[src/rtl/uart_tx_mmio.sv]
// uart_tx_mmio: memory-mapped 8N1 UART transmitter with a
// 4-entry TX FIFO, CTRL enable bit and sticky overflow flag.
module uart_tx_mmio #(
    parameter int unsigned           DATA_WIDTH   = 32,
    parameter logic [DATA_WIDTH-1:0] BASE_ADDR    = 32'h1001_0000,
    parameter int unsigned           CLKS_PER_BIT = 16,
    parameter int unsigned           FIFO_DEPTH   = 4
) (
    input  logic                  clk,
    input  logic                  reset,
    input  logic                  MemWrite,
    input  logic [DATA_WIDTH-1:0] Address,
    input  logic [DATA_WIDTH-1:0] WriteData,
    output logic [DATA_WIDTH-1:0] ReadData,
    output logic                  Sel,
    output logic                  tx
);

    typedef enum logic [1:0] {
        IDLE,
        START,
        DATA,
        STOP
    } state_e;

    localparam logic [15:0] BAUD_MAX = 16'(CLKS_PER_BIT - 1);
    localparam logic [2:0]  CNT_FULL = 3'(FIFO_DEPTH);

    state_e      state_q, state_d;
    logic [15:0] baud_q, baud_d;
    logic [2:0]  bit_q, bit_d;
    logic [7:0]  shift_q, shift_d;
    logic        tx_q, tx_d;
    logic [1:0]  rd_ptr_q, rd_ptr_d;
    logic [1:0]  wr_ptr_q, wr_ptr_d;
    logic [2:0]  cnt_q, cnt_d;
    logic        en_q, en_d;
    logic        ovf_q, ovf_d;
    logic [7:0]  mem_q [4];
    logic [7:0]  mem_d [4];

    logic [1:0]  reg_sel;
    logic        wr_en;
    logic        push;
    logic        push_ok;
    logic        pop;
    logic        baud_done;
    logic        have_data;
    logic [6:0]  status;
    logic        unused_ok;

    assign Sel       = Address[DATA_WIDTH-1:4] == BASE_ADDR[DATA_WIDTH-1:4];
    assign reg_sel   = Address[3:2];
    assign wr_en     = MemWrite && Sel;
    assign push      = wr_en && (reg_sel == 2'd0);
    assign baud_done = baud_q == BAUD_MAX;
    assign have_data = en_q && (cnt_q != 3'd0);
    assign tx        = tx_q;
    assign unused_ok = ^{Address[1:0], WriteData[DATA_WIDTH-1:8]};

    assign status = {ovf_q, cnt_q, cnt_q == 3'd0, cnt_q == CNT_FULL,
                     state_q != IDLE};

    always_comb begin
        ReadData = '0;
        if (Sel) begin
            unique case (reg_sel)
                2'd1:    ReadData[6:0] = status;
                2'd2:    ReadData[0]   = en_q;
                default: ;
            endcase
        end
    end

    // Frame sequencer; STOP chains straight into START so frames abut.
    always_comb begin
        state_d = state_q;
        baud_d  = baud_q;
        bit_d   = bit_q;
        shift_d = shift_q;
        pop     = 1'b0;
        unique case (state_q)
            IDLE: begin
                if (have_data) begin
                    pop     = 1'b1;
                    state_d = START;
                    baud_d  = '0;
                    shift_d = mem_q[rd_ptr_q];
                end
            end
            START: begin
                if (baud_done) begin
                    state_d = DATA;
                    baud_d  = '0;
                    bit_d   = '0;
                end else begin
                    baud_d = baud_q + 16'd1;
                end
            end
            DATA: begin
                if (baud_done) begin
                    baud_d  = '0;
                    shift_d = {1'b0, shift_q[7:1]};
                    bit_d   = bit_q + 3'd1;
                    if (bit_q == 3'd7) begin
                        state_d = STOP;
                    end
                end else begin
                    baud_d = baud_q + 16'd1;
                end
            end
            STOP: begin
                if (baud_done) begin
                    baud_d = '0;
                    if (have_data) begin
                        pop     = 1'b1;
                        state_d = START;
                        shift_d = mem_q[rd_ptr_q];
                    end else begin
                        state_d = IDLE;
                    end
                end else begin
                    baud_d = baud_q + 16'd1;
                end
            end
        endcase
        unique case (state_d)
            START:   tx_d = 1'b0;
            DATA:    tx_d = shift_d[0];
            default: tx_d = 1'b1;
        endcase
    end

    // A push into a full FIFO still fits if the head leaves this edge.
    always_comb begin
        mem_d    = mem_q;
        wr_ptr_d = wr_ptr_q;
        rd_ptr_d = rd_ptr_q;
        cnt_d    = cnt_q;
        en_d     = en_q;
        ovf_d    = ovf_q;
        push_ok  = push && ((cnt_q != CNT_FULL) || pop);
        if (push_ok) begin
            mem_d[wr_ptr_q] = WriteData[7:0];
            wr_ptr_d        = wr_ptr_q + 2'd1;
        end
        if (pop) begin
            rd_ptr_d = rd_ptr_q + 2'd1;
        end
        unique case ({push_ok, pop})
            2'b10:   cnt_d = cnt_q + 3'd1;
            2'b01:   cnt_d = cnt_q - 3'd1;
            default: ;
        endcase
        if (push && !push_ok) begin
            ovf_d = 1'b1;
        end
        if (wr_en && (reg_sel == 2'd1)) begin
            ovf_d = 1'b0;
        end
        if (wr_en && (reg_sel == 2'd2)) begin
            en_d = WriteData[0];
        end
    end

    always_ff @(posedge clk) begin
        if (reset) begin
            state_q  <= IDLE;
            baud_q   <= '0;
            bit_q    <= '0;
            shift_q  <= '0;
            tx_q     <= 1'b1;
            rd_ptr_q <= '0;
            wr_ptr_q <= '0;
            cnt_q    <= '0;
            en_q     <= 1'b0;
            ovf_q    <= 1'b0;
            mem_q    <= '{default: 8'h00};
        end else begin
            state_q  <= state_d;
            baud_q   <= baud_d;
            bit_q    <= bit_d;
            shift_q  <= shift_d;
            tx_q     <= tx_d;
            rd_ptr_q <= rd_ptr_d;
            wr_ptr_q <= wr_ptr_d;
            cnt_q    <= cnt_d;
            en_q     <= en_d;
            ovf_q    <= ovf_d;
            mem_q    <= mem_d;
        end
    end

endmodule

[config.mk]
export PLATFORM = sky130hd
export DESIGN_NAME = uart_tx_mmio
export DESIGN_NICKNAME = d
export VERILOG_FILES = /design/src/rtl/uart_tx_mmio.sv
export SDC_FILE = /design/constraint.sdc
export NUM_CORES = 1
export LEC_CHECK = 0
export CORE_ASPECT_RATIO = 1.1
export CORE_MARGIN = 10
export CORE_UTILIZATION = 35
export CTS_CLUSTER_SIZE = 40
export DETAILED_ROUTE_END_ITERATION = 10
export DONT_BUFFER_PORTS = 1
export REMOVE_ABC_BUFFERS = 1
export SETUP_SLACK_MARGIN = 0.1
export SYNTH_ARGS = -nofsm -noshare
export SYNTH_HDL_FRONTEND = slang
export SYNTH_SLANG_ARGS = --single-unit
[constraint.sdc]
create_clock -name clk -period 5.1 [get_ports clk]
set_input_delay 1.02 -clock clk [delete_from_list [all_inputs] [get_ports clk]]
set_output_delay 1.02 -clock clk [all_outputs]
set_load 0.01 [all_outputs]
==> out/qor.csv, run 1 <==
stage;metric;value;unit
run_status;status;finished, final reports clean;
detailed_routing;via_per_inst;5.25;
power_and_ir_drop;p_leak;1.75;nW
detailed_routing;drc;0;
detailed_routing;final_antenna_net_count;0;
die;die-height;134;um
timing;hold_viol_final;0;
setup_path;cpPeakStageDelay;0.60;ns
timing;post-route-period-util;67.8;%
run;max-cap-violations;0;
die;io_pins;101;
grt;grt_pass1_vias;3180;
setup_path;start_kind;input pin;
clock_tree;cts_max_level;3;
setup_path;slowest_stage;or4b_1;
setup_path;ff2ff_setup_slack;1.84;ns
layout;diodes;0;
timing;finalSetupViolations;0;
timing;fin_skew;0.00999;ns
clock_tree;insertion_delay;0.34;ns
timing;rsz0062_at_grt;no;
logic_synthesis;yosysWarnings;0;
placed_design;dp.cells;575;
setup_path;critical_path_arrival;2.44;ns
logic_synthesis;synth_common_cells;dfxtp_1 (71), nand2b_1 (40), mux2i_1 (33);
clock_tree;clockRootBuffer;clkbuf_16;
setup_path;r2r-start;baud_q[13];
clock_tree;cts_tree;done;
logic_synthesis;synth_area_leaders;dfxtp_1 (35%), mux2i_1 (8.1%), nand2b_1 (6.1%), ha_1 (5.2%), buf_4 (4.6%);
clock_tree;path_clk_slew;0.05;ns
layout;seq_area;0.00142;mm^2
clock_tree;cts.sinks;71;
die;core;0.0115;mm^2
placed_design;dp_hpwl;6.72;mm
logic_synthesis;synth.distinct_cells;58;
timing;min_period;3.46;ns
setup_path;regToRegEndpoint;cnt_q[2];
logic_synthesis;synth_top_cell_by_area;dfxtp_1;
hold_path;min_path_cells;2;
die;rows;41;
timing;setup_tns;0;ns
power_and_ir_drop;power;1.34;mW
grt;grt_max_degree;77;
grt;gr-total-overflow;0;
detailed_routing;wire_per_inst;15.7;um
placed_design;routabilityCongestion;0.769;
logic_synthesis;synth_edf_count;0;
grt;antenna_found_initial;0;
setup_path;crit_chain;or4b_1 -> nor3_1 -> buf_4 -> and3_1 -> and2_1;
logic_synthesis;syn_area;0.00410;mm^2
layout;stdcell_count;591;
grt;grt_usage;11.3;%
setup_path;timing_worst_setup_path_type;in2out;
layout;drive_gt1_share;8.84;%
setup_path;crit_path_end_kind;output pin;
die;dieWidth;123;um
placed_design;io_buffers;0;
timing;fmax;0.289;GHz
layout;area_growth_syn_to_layout;8.48;%
detailed_routing;dr.first_iter.drc_count;144;
die;dieArea;0.0165;mm^2
power_and_ir_drop;ir_worst_vdd;0.000157;V
grt;grt_pass1_wl;15.3;mm
setup_path;critPathBufInv;1;
logic_synthesis;yosys.cell_count.top_type;dfxtp_1;
hold_path;hold_class;reg2reg;
logic_synthesis;syn_inst;445;
logic_synthesis;synth_top_area_share;34.6;%
detailed_routing;vias;3102;
clock_tree;cts_buffers;9;
setup_path;path_max_fanout;7;
die;start_util;35.7;%
timing;slew_headroom;26.0;%
clock_tree;cts_setup_buffers;0;
timing;slew_viol_final;0;
clock_tree;hold_buffers;0;
detailed_routing;detail_route.first_pass.iterations;8;
timing;tightestPinTransition;1.10;ns
hold_path;min_to;bit_q[2];
layout;nets;521;
setup_path;critPathRequiredTime;4.08;ns
layout;multi_input_area;0.00244;mm^2
power_and_ir_drop;powerDensity;300;mW/mm^2
logic_synthesis;synthArstFlopShare;0;%
clock_tree;ctsResizeCount;0;
logic_synthesis;ys_ff_latch;71;
layout;fillCellCount;1161;
logic_synthesis;ys_seq_area_share;34.6;%
setup_path;cp_top_family;simple AND/OR/NAND/NOR gates;
setup_path;ff2ff_path_depth;11;
hold_path;hold_path_startpoint;bit_q[2];
logic_synthesis;syn_avg_cell_area;9.22;um^2
detailed_routing;routed_wl;9.28;mm
logic_synthesis;ys.flop_type;dfxtp_1;
clock_tree;clk_path_buf_depth;2;
==> routing by layer <==
metal	global-route usage [%]	up-vias	part of all wire, %
met3	2.66	11	3.6
li1	-	1542	-
met2	19.9	49	53
met1	12.6	1500	42
met5	0	-	0
met4	4.34	0	1.6
==> cell families (layout without fill, tap and decap cells) <==
| kind of cell | count (synthesis) | in the layout | synth area share [%] |
|---|---|---|---|
| simple gates | 164 | 164 | 24.1 |
| fa+ha+maj | 18 | 18 | 5.67 |
| flops | 71 | 71 | 34.6 |
| buf+inv | 61 | 33 | 8.11 |
| compound gates | 84 | 84 | 13.8 |
| other cells | 1 | 25 | 0.0914 |
| xor+xnor | 4 | 4 | 0.854 |
| mux | 42 | 42 | 12.7 |
==> placed cells by master (no fill, tap or decap), drive strengths merged, types with 8 or more instances in the layout <==
cell type,instances
dfxtp,71
nand2b,40
mux2i,33
nand2,31
nor2,27
a21oi,25
conb,25
ha,17
nand3,15
o21ai,15
inv,13
clkbuf,11
nor4,9
and3,8
mux4,8
nand4,8
==> worst register-to-register path: cells and delay by family, from the launching register on <==
kind | cells | cell delay [ns]
xor+xnor | 1 | 0.07
fa+ha+maj | 2 | 0.44
compound gates | 2 | 0.67
simple gates | 4 | 1.36
buf+inv | 2 | 0.32
flops | 1 | 0.35
==> report_power, final <==
| group | internal (mW) | switching [mW] |
|---|---|---|
| registers | 0.560 | 0.00546 |
| logic | 0.0306 | 0.0611 |
| clock network | 0.441 | 0.237 |
| total | 1.03 | 0.304 |
==> worst max-delay path by stage <==
| stage | endpoint | from | cells past startpoint |
|---|---|---|---|
| 2_1_floorplan | ReadData[1] | Address[27] | 4 |
| 3_3_place_gp | cnt_q[2] | Address[27] | 9 |
| 3_5_place_dp | cnt_q[2] | Address[27] | 9 |
| 4_1_cts | ReadData[1] | Address[27] | 5 |
| 5_1_grt | ReadData[1] | Address[13] | 6 |
| 6_report | ReadData[1] | Address[27] | 5 |
==> sequential cells by signal (all words and copies together), names as in the netlist <==
register and cells:
mem_q 32, baud_q 16, shift_q 8, bit_q 3, cnt_q 3, rd_ptr_q 2
state_q 2, wr_ptr_q 2, en_q 1, ovf_q 1, tx 1
==> final cells by class <==
type                    instances  share of cell area, %
multi-input cells             337                   54.8
flip-flops and latches         71                   31.9
inverters                      13                   1.10
repair buffers                  4                  0.675
clock inverters                 5                   1.83
clock buffers                  11                   5.45
well taps                     150                   4.22
==> stage by stage <==
step           area, um^2  setup WS [ns]  util (%)  hold WS (ns)
5_1_grt              4450           1.52      38.7         0.481
2_1_floorplan        3910           1.45         -         0.430
4_1_cts              4450           1.62      38.7         0.461
6_report             4450           1.64      38.7         0.462
3_3_place_gp         4130           1.60      35.9         0.440
3_5_place_dp         4130           1.53      35.9         0.455
No activity file was read; power rests on OpenSTA's default activity.
==> inputs of run 2 (changes only) <==
==> constraint.sdc (replaced) <==
create_clock -name clk -period 2.9 [get_ports clk]
set_input_delay 0.58 -clock clk [delete_from_list [all_inputs] [get_ports clk]]
set_output_delay 0.58 -clock clk [all_outputs]
set_load 0.01 [all_outputs]
==> run 2 against run 1 <==
Compared with the run above: clock power is 49% higher; clock-buffer cell count is 1 lower; combinational power grew 91%; largest cell class unchanged; critical endpoint is now cnt_q[2].
==> out/qor.csv, run 2 (synthesis gave the netlist of run 1 again) <==
stage;metric;value;unit;change
detailed_routing;vias;3173;;+2.3%
power_and_ir_drop;ir_worst_vdd;0.000433;V;+180%
detailed_routing;via_per_inst;5.23;;-0.41%
layout;nets;538;;+3.3%
timing;tightestPinTransition;0.664;ns;-0.432 ns
placed_design;pre_cts_ws;0.0557;ns;-1.47 ns
layout;drive_gt1_share;14.2;%;+5.4 points
layout;final_common_cell;dfxtp_1;;
layout;diodes;0;;unchanged
die;dieWidth;123;um;unchanged
run_status;status;finished, final reports clean;;
power_and_ir_drop;p_leak;1.82;nW;+3.9%
clock_tree;cts_tree;done;;
detailed_routing;routed_wl;9.27;mm;-0.11%
timing;min_period;2.77;ns;
die;die-height;134;um;unchanged
setup_path;critical_path_arrival;3.04;ns;+0.60 ns
layout;largest_register;mem_q;;
detailed_routing;detail_route.first_pass.iterations;4;;-4
clock_tree;cts_buffers;9;;unchanged
grt;grt_pass1_vias;3185;;+0.16%
die;start_util;35.7;%;unchanged
timing;fmax;0.361;GHz;
clock_tree;insertion_delay;0.33;ns;about the same
detailed_routing;drc;0;;unchanged
layout;layout_common_cells;dfxtp_1 (68), nand2b_1 (40), mux2i_1 (33);;
grt;grt_usage;11.3;%;+0.052 points
grt;grt_pass1_wl;15.4;mm;+0.68%
detailed_routing;wire_per_inst;15.3;um;-2.7%
setup_path;start_kind;flop;;
layout;largestRegisters;mem_q: 32 flops, baud_q: 16 flops, shift_q: 8 flops;;
timing;post-route-period-util;95.5;%;
setup_path;path_max_fanout;6;;-1
placed_design;routabilityCongestion;0.759;;-1.4%
timing;rsz0062_at_grt;yes;;
layout;area_growth_syn_to_layout;11.5;%;
die;rows;41;;unchanged
grt;grt_max_degree;77;;unchanged
clock_tree;cts.sinks;71;;unchanged
timing;whs;0.347;ns;-0.115 ns
run;max-cap-violations;0;;unchanged
die;io_pins;101;;unchanged
setup_path;timing_worst_setup_path_type;reg2reg;;
clock_tree;clockRootBuffer;clkbuf_16;;
clock_tree;path_clk_slew;0.06;ns;about the same
timing;slew_viol_final;0;;unchanged
setup_path;critPathRequiredTime;3.17;ns;-0.91 ns
detailed_routing;final_antenna_net_count;0;;unchanged
power_and_ir_drop;power;2.18;mW;+63%
timing;hold_viol_final;0;;unchanged
grt;gr-total-overflow;0;;unchanged
placed_design;dp.cells;590;;+2.6%
layout;multi_input_area;0.00248;mm^2;+1.6%
layout;largest_register_ffs;32;;unchanged
timing;finalSetupViolations;0;;unchanged
timing;slew_headroom;55.3;%;+29 points
clock_tree;clk_path_buf_depth;2;;unchanged
die;dieArea;0.0165;mm^2;unchanged
placed_design;io_buffers;0;;unchanged
timing;fin_skew;0.00491;ns;-0.00508 ns
setup_path;crit_path_end_kind;flop;;
layout;seq_area;0.00143;mm^2;+0.44%
power_and_ir_drop;powerDensity;476;mW/mm^2;+59%
clock_tree;hold_buffers;0;;unchanged
die;core;0.0115;mm^2;unchanged
layout;fillCellCount;1166;;+0.43%
clock_tree;cts_max_level;3;;unchanged
layout;stdcell_count;607;;+2.7%
timing;worst_slack;0.131;ns;-1.51 ns
hold_path;hold_class;in2reg;;
detailed_routing;dr.first_iter.drc_count;145;;+0.69%
grt;antenna_found_initial;0;;unchanged
placed_design;dp_hpwl;6.74;mm;+0.34%
[run 2: cell count changes in the layout (fill, tap and decap cells not counted), sizes merged]
cell / delta
bufinv: -2
clkbuf: -1
clkinv: +2
buf: +17
[run 2: layer usage]
layer  vias up  routed length [um]  GRT usage, %
met2        48                4880          19.6
met5         -                   0             0
met4         0                 181          4.92
li1       1584                   -             -
met3        16                 326          2.37
met1      1525                3880          12.9
[run 2: layout make-up]
class / instances / share of cell area (%)
Inverter: 13 / 1.07
Sequential cell: 71 / 31.2
Timing Repair Buffer: 21 / 3.45
Multi-Input combinational cell: 337 / 54.2
Clock inverter: 5 / 0.766
Tap cell: 150 / 4.10
Clock buffer: 10 / 5.23
[run 2: final timing paths]
kind | start | end | slack, ns | cells after the start
min reg2reg | bit_q[2] | bit_q[2] | 0.45 | 2
max | baud_q[6] | cnt_q[2] | 0.13 | 9
max reg2reg | baud_q[6] | cnt_q[2] | 0.13 | 9
min | reset | bit_q[0] | 0.35 | 1
[run 2: stage by stage]
stage	setup TNS, ns	area, um^2	utilization, %
after global placement	0	4240	36.9
after CTS	0	4530	39.4
final	0	4570	39.8
after detailed placement	0	4240	36.9
after floorplan	-0.445	3910	-
after global routing	0	4570	39.8
[run 2: repair_timing]
item                                   in CTS  in global routing
pin swaps                                   2                  5
setup endpoints to repair                   1                  3
gates resized for setup                     3                  9
endpoints found under the hold margin       0                  0
gates cloned                                0                  0
setup buffers                               0                  2
[run 2: where the power goes]
part | leakage, nW | switching [mW] | total (mW) | internal (mW)
logic | 1.12 | 0.109 | 0.175 | 0.0665
clock network | 0.134 | 0.411 | 1.01 | 0.596
registers | 0.574 | 0.00955 | 0.993 | 0.983
total | 1.82 | 0.529 | 2.18 | 1.65
[run 2: worst max-delay path: stages (launching register included)]
cell     delay [ns]
dfxtp_4        0.35
or4_4          0.57
o41ai_4        0.40
and2_4         0.22
ha_4           0.13
inv_1          0.05
fa_2           0.33
xor2_1         0.15
or3_1          0.38
a21oi_2        0.12
==> inputs of run 3 (changes only) <==
--- a/config.mk
+++ b/config.mk
@@ -6,7 +6,7 @@
 export NUM_CORES = 1
 export LEC_CHECK = 0
 export CORE_ASPECT_RATIO = 1.1
-export CORE_MARGIN = 10
+export CORE_MARGIN = 2
 export CORE_UTILIZATION = 35
 export CTS_CLUSTER_SIZE = 40
 export DETAILED_ROUTE_END_ITERATION = 10
==> run 3 against run 2 <==
Compared with the run above: sequential share of layout area decreased by 0.43 points; first-iteration DRC count fell by 6.2%; worst hold slack got worse by 0.0010 ns; critical path depth is 1 higher; utilization up 0.74 points; sequential power hardly changed; global-route usage grew 3.1 points; worst setup slack lost 0.016 ns; via count is 1.4% higher; register-to-register slack lost 0.02 ns; total power increased by 4.4%; combinational power about the same.
==> out/qor.csv, run 3 (synthesis gave the netlist of run 1 again) <==
stage;metric;value;unit;change
run_status;status;finished, final reports clean;;
detailed_routing;wire_per_inst;14.5;um;-5.2%
timing;finalSetupViolations;0;;unchanged
hold_path;hold_class;in2reg;;
power_and_ir_drop;p_leak;1.85;nW;+1.5%
grt;grt_pass1_vias;3141;;-1.4%
clock_tree;path_clk_slew;0.06;ns;about the same
setup_path;slowest_stage;or4_4;;
layout;diodes;0;;unchanged
setup_path;critical_path_arrival;3.05;ns;about the same
timing;fmax;0.359;GHz;-0.56%
setup_path;timing_worst_setup_path_type;reg2reg;;
timing;setup_tns;0;ns;unchanged
timing;rsz0062_at_grt;yes;;
detailed_routing;via_per_inst;5.27;;+0.75%
die;rows;41;;unchanged
power_and_ir_drop;clockPowerShare;48.7;%;+2.4 points
timing;hold_viol_final;0;;unchanged
setup_path;critPathRequiredTime;3.16;ns;about the same
setup_path;start_kind;flop;;
detailed_routing;vias;3218;;+1.4%
hold_path;min_to;bit_q[0];;
clock_tree;cts.sinks;71;;unchanged
clock_tree;insertion_delay;0.33;ns;about the same
layout;fin_area;0.00464;mm^2;+1.4%
clock_tree;cts_max_level;3;;unchanged
layout;post-route-util;40.5;%;+0.74 points
layout;area_growth_syn_to_layout;13.0;%;
die;core;0.0114;mm^2;-0.45%
detailed_routing;final_antenna_net_count;0;;unchanged
layout;nets;541;;+0.56%
die;die-height;118;um;-12%
detailed_routing;drc;0;;unchanged
grt;gr-total-overflow;0;;unchanged
clock_tree;clockRootBuffer;clkbuf_16;;
timing;fin_skew;0.00387;ns;-0.00104 ns
detailed_routing;routed_wl;8.85;mm;-4.5%
layout;largestRegisters;mem_q: 32 flops, baud_q: 16 flops, shift_q: 8 flops;;
setup_path;crit_path_end_kind;flop;;
timing;slew_headroom;55.3;%;about the same
setup_path;path_max_fanout;2;;-4
layout;largest_register;mem_q;;
layout;fillCellCount;1115;;-4.4%
layout;largest_register_ffs;32;;unchanged
clock_tree;clk_path_buf_depth;2;;unchanged
die;start_util;35.9;%;+0.16 points
run;max-cap-violations;0;;unchanged
clock_tree;cts_tree;done;;
setup_path;ff2ff_path_depth;10;;+1
die;dieWidth;107;um;-13%
power_and_ir_drop;p_sw_share;24.4;%;+0.075 points
layout;drive_gt1_share;15.6;%;+1.4 points
power_and_ir_drop;power;2.27;mW;+4.4%
layout;final_common_cell;dfxtp_1;;
die;dieArea;0.0126;mm^2;-23%
setup_path;crit_chain;or4_4 -> buf_6 -> o41ai_4 -> and2_4 -> ha_4 -> inv_2 -> fa_2 -> xor2_1 -> or3_1 -> a21oi_1;;
detailed_routing;dr.first_iter.drc_count;136;;-6.2%
grt;grt_pass1_wl;14.8;mm;-4.0%
power_and_ir_drop;switching_power;0.554;mW;+4.7%
placed_design;dp_hpwl;6.15;mm;-8.8%
timing;slew_viol_final;0;;unchanged
power_and_ir_drop;seq_power_share;43.7;%;-1.9 points
placed_design;routabilityCongestion;0.795;;+4.7%
clock_tree;hold_buffers;0;;unchanged
setup_path;r2r-start;baud_q[10];;
hold_path;hold_path_startpoint;reset;;
die;io_pins;101;;unchanged
layout;layout_common_cells;dfxtp_1 (68), nand2b_1 (40), mux2i_1 (33);;
timing;tightestPinTransition;0.665;ns;+0.000194 ns
power_and_ir_drop;pwr-share-comb;7.6;%;-0.5 points
power_and_ir_drop;p_int;1.72;mW;+4.3%
placed_design;io_buffers;0;;unchanged
power_and_ir_drop;ir_worst_vdd;0.000350;V;-19%
grt;antenna_found_initial;0;;unchanged
detailed_routing;detail_route.first_pass.iterations;4;;unchanged
timing;min_period;2.78;ns;+0.0156 ns
setup_path;regToRegEndpoint;cnt_q[2];;
setup_path;cpPeakStageDelay;0.56;ns;about the same
grt;grt_usage;14.4;%;+3.1 points
hold_path;min_path_cells;1;;unchanged
grt;grt_max_degree;77;;unchanged
timing;post-route-period-util;96.0;%;+0.54 points
power_and_ir_drop;powerDensity;490;mW/mm^2;+3.0%
clock_tree;cts_buffers;9;;unchanged
placed_design;post_dp_cell_area;0.00425;mm^2;+0.18%
setup_path;ff2ff_setup_slack;0.12;ns;-0.02 ns
run 3: layout make-up:
type	count	area, um^2	share of cell area (%)
flip-flops and latches	71	1430	30.8
well taps	150	188	4.05
multi-input cells	337	2490	53.6
inverters	13	48.8	1.05
repair buffers	24	188	4.05
clock inverters	6	68.8	1.48
clock buffers	10	229	4.94
run 3: power groups by stage:
stage / clock network (mW) / logic (mW) / registers [mW]
detailed placement: 0 / 0.168 / 1.01
global route: 1.17 / 0.192 / 0.994
CTS: 1.13 / 0.171 / 0.993
global placement: 0 / 0.164 / 1.01
finish: 1.11 / 0.173 / 0.993
floorplan: 0 / 0.124 / 1.01
run 3: critical path: cells and delay by family (launching register included):
family                   cells  cell delay [ns]
AO/OA/AOI/OAI                2             0.47
buffers and inverters        2             0.17
flip-flops                   1             0.34
AND/OR/NAND/NOR              3             1.10
adder cells (fa/ha/maj)      2             0.46
XOR/XNOR                     1             0.15
run 3: worst max path at each step:
stage	startpoint	end	slack, ns	depth (start not counted)
2_1_floorplan	baud_q[13]	cnt_q[2]	-0.25	10
3_3_place_gp	baud_q[5]	cnt_q[2]	0.10	9
3_5_place_dp	baud_q[5]	cnt_q[2]	0.08	9
4_1_cts	baud_q[5]	cnt_q[2]	0.10	9
5_1_grt	baud_q[10]	cnt_q[2]	0.06	10
6_report	baud_q[10]	cnt_q[2]	0.12	10
run 3: repair_timing:
item                                    in CTS  in global routing
resized for setup                            2                 16
hold endpoints to repair                     0                  0
buffers inserted                             1                  3
pin swaps                                    2                 10
endpoints found under the setup margin       1                  6
run 3: metrics by stage:
step	hold WS, ns	setup WS [ns]	instances
6_report	0.346	0.116	611
3_5_place_dp	0.450	0.0766	591
2_1_floorplan	0.430	-0.254	421
4_1_cts	0.316	0.102	608
3_3_place_gp	0.438	0.100	591
5_1_grt	0.321	0.0578	611
run 3: metal layers:
layer  track usage, %  wire, um  up-vias
met3             3.32       299       10
met1             17.4      3990     1561
met4             5.11       114        0
met5                0         0        -
li1                 -         -     1584
met2             24.6      4450       63
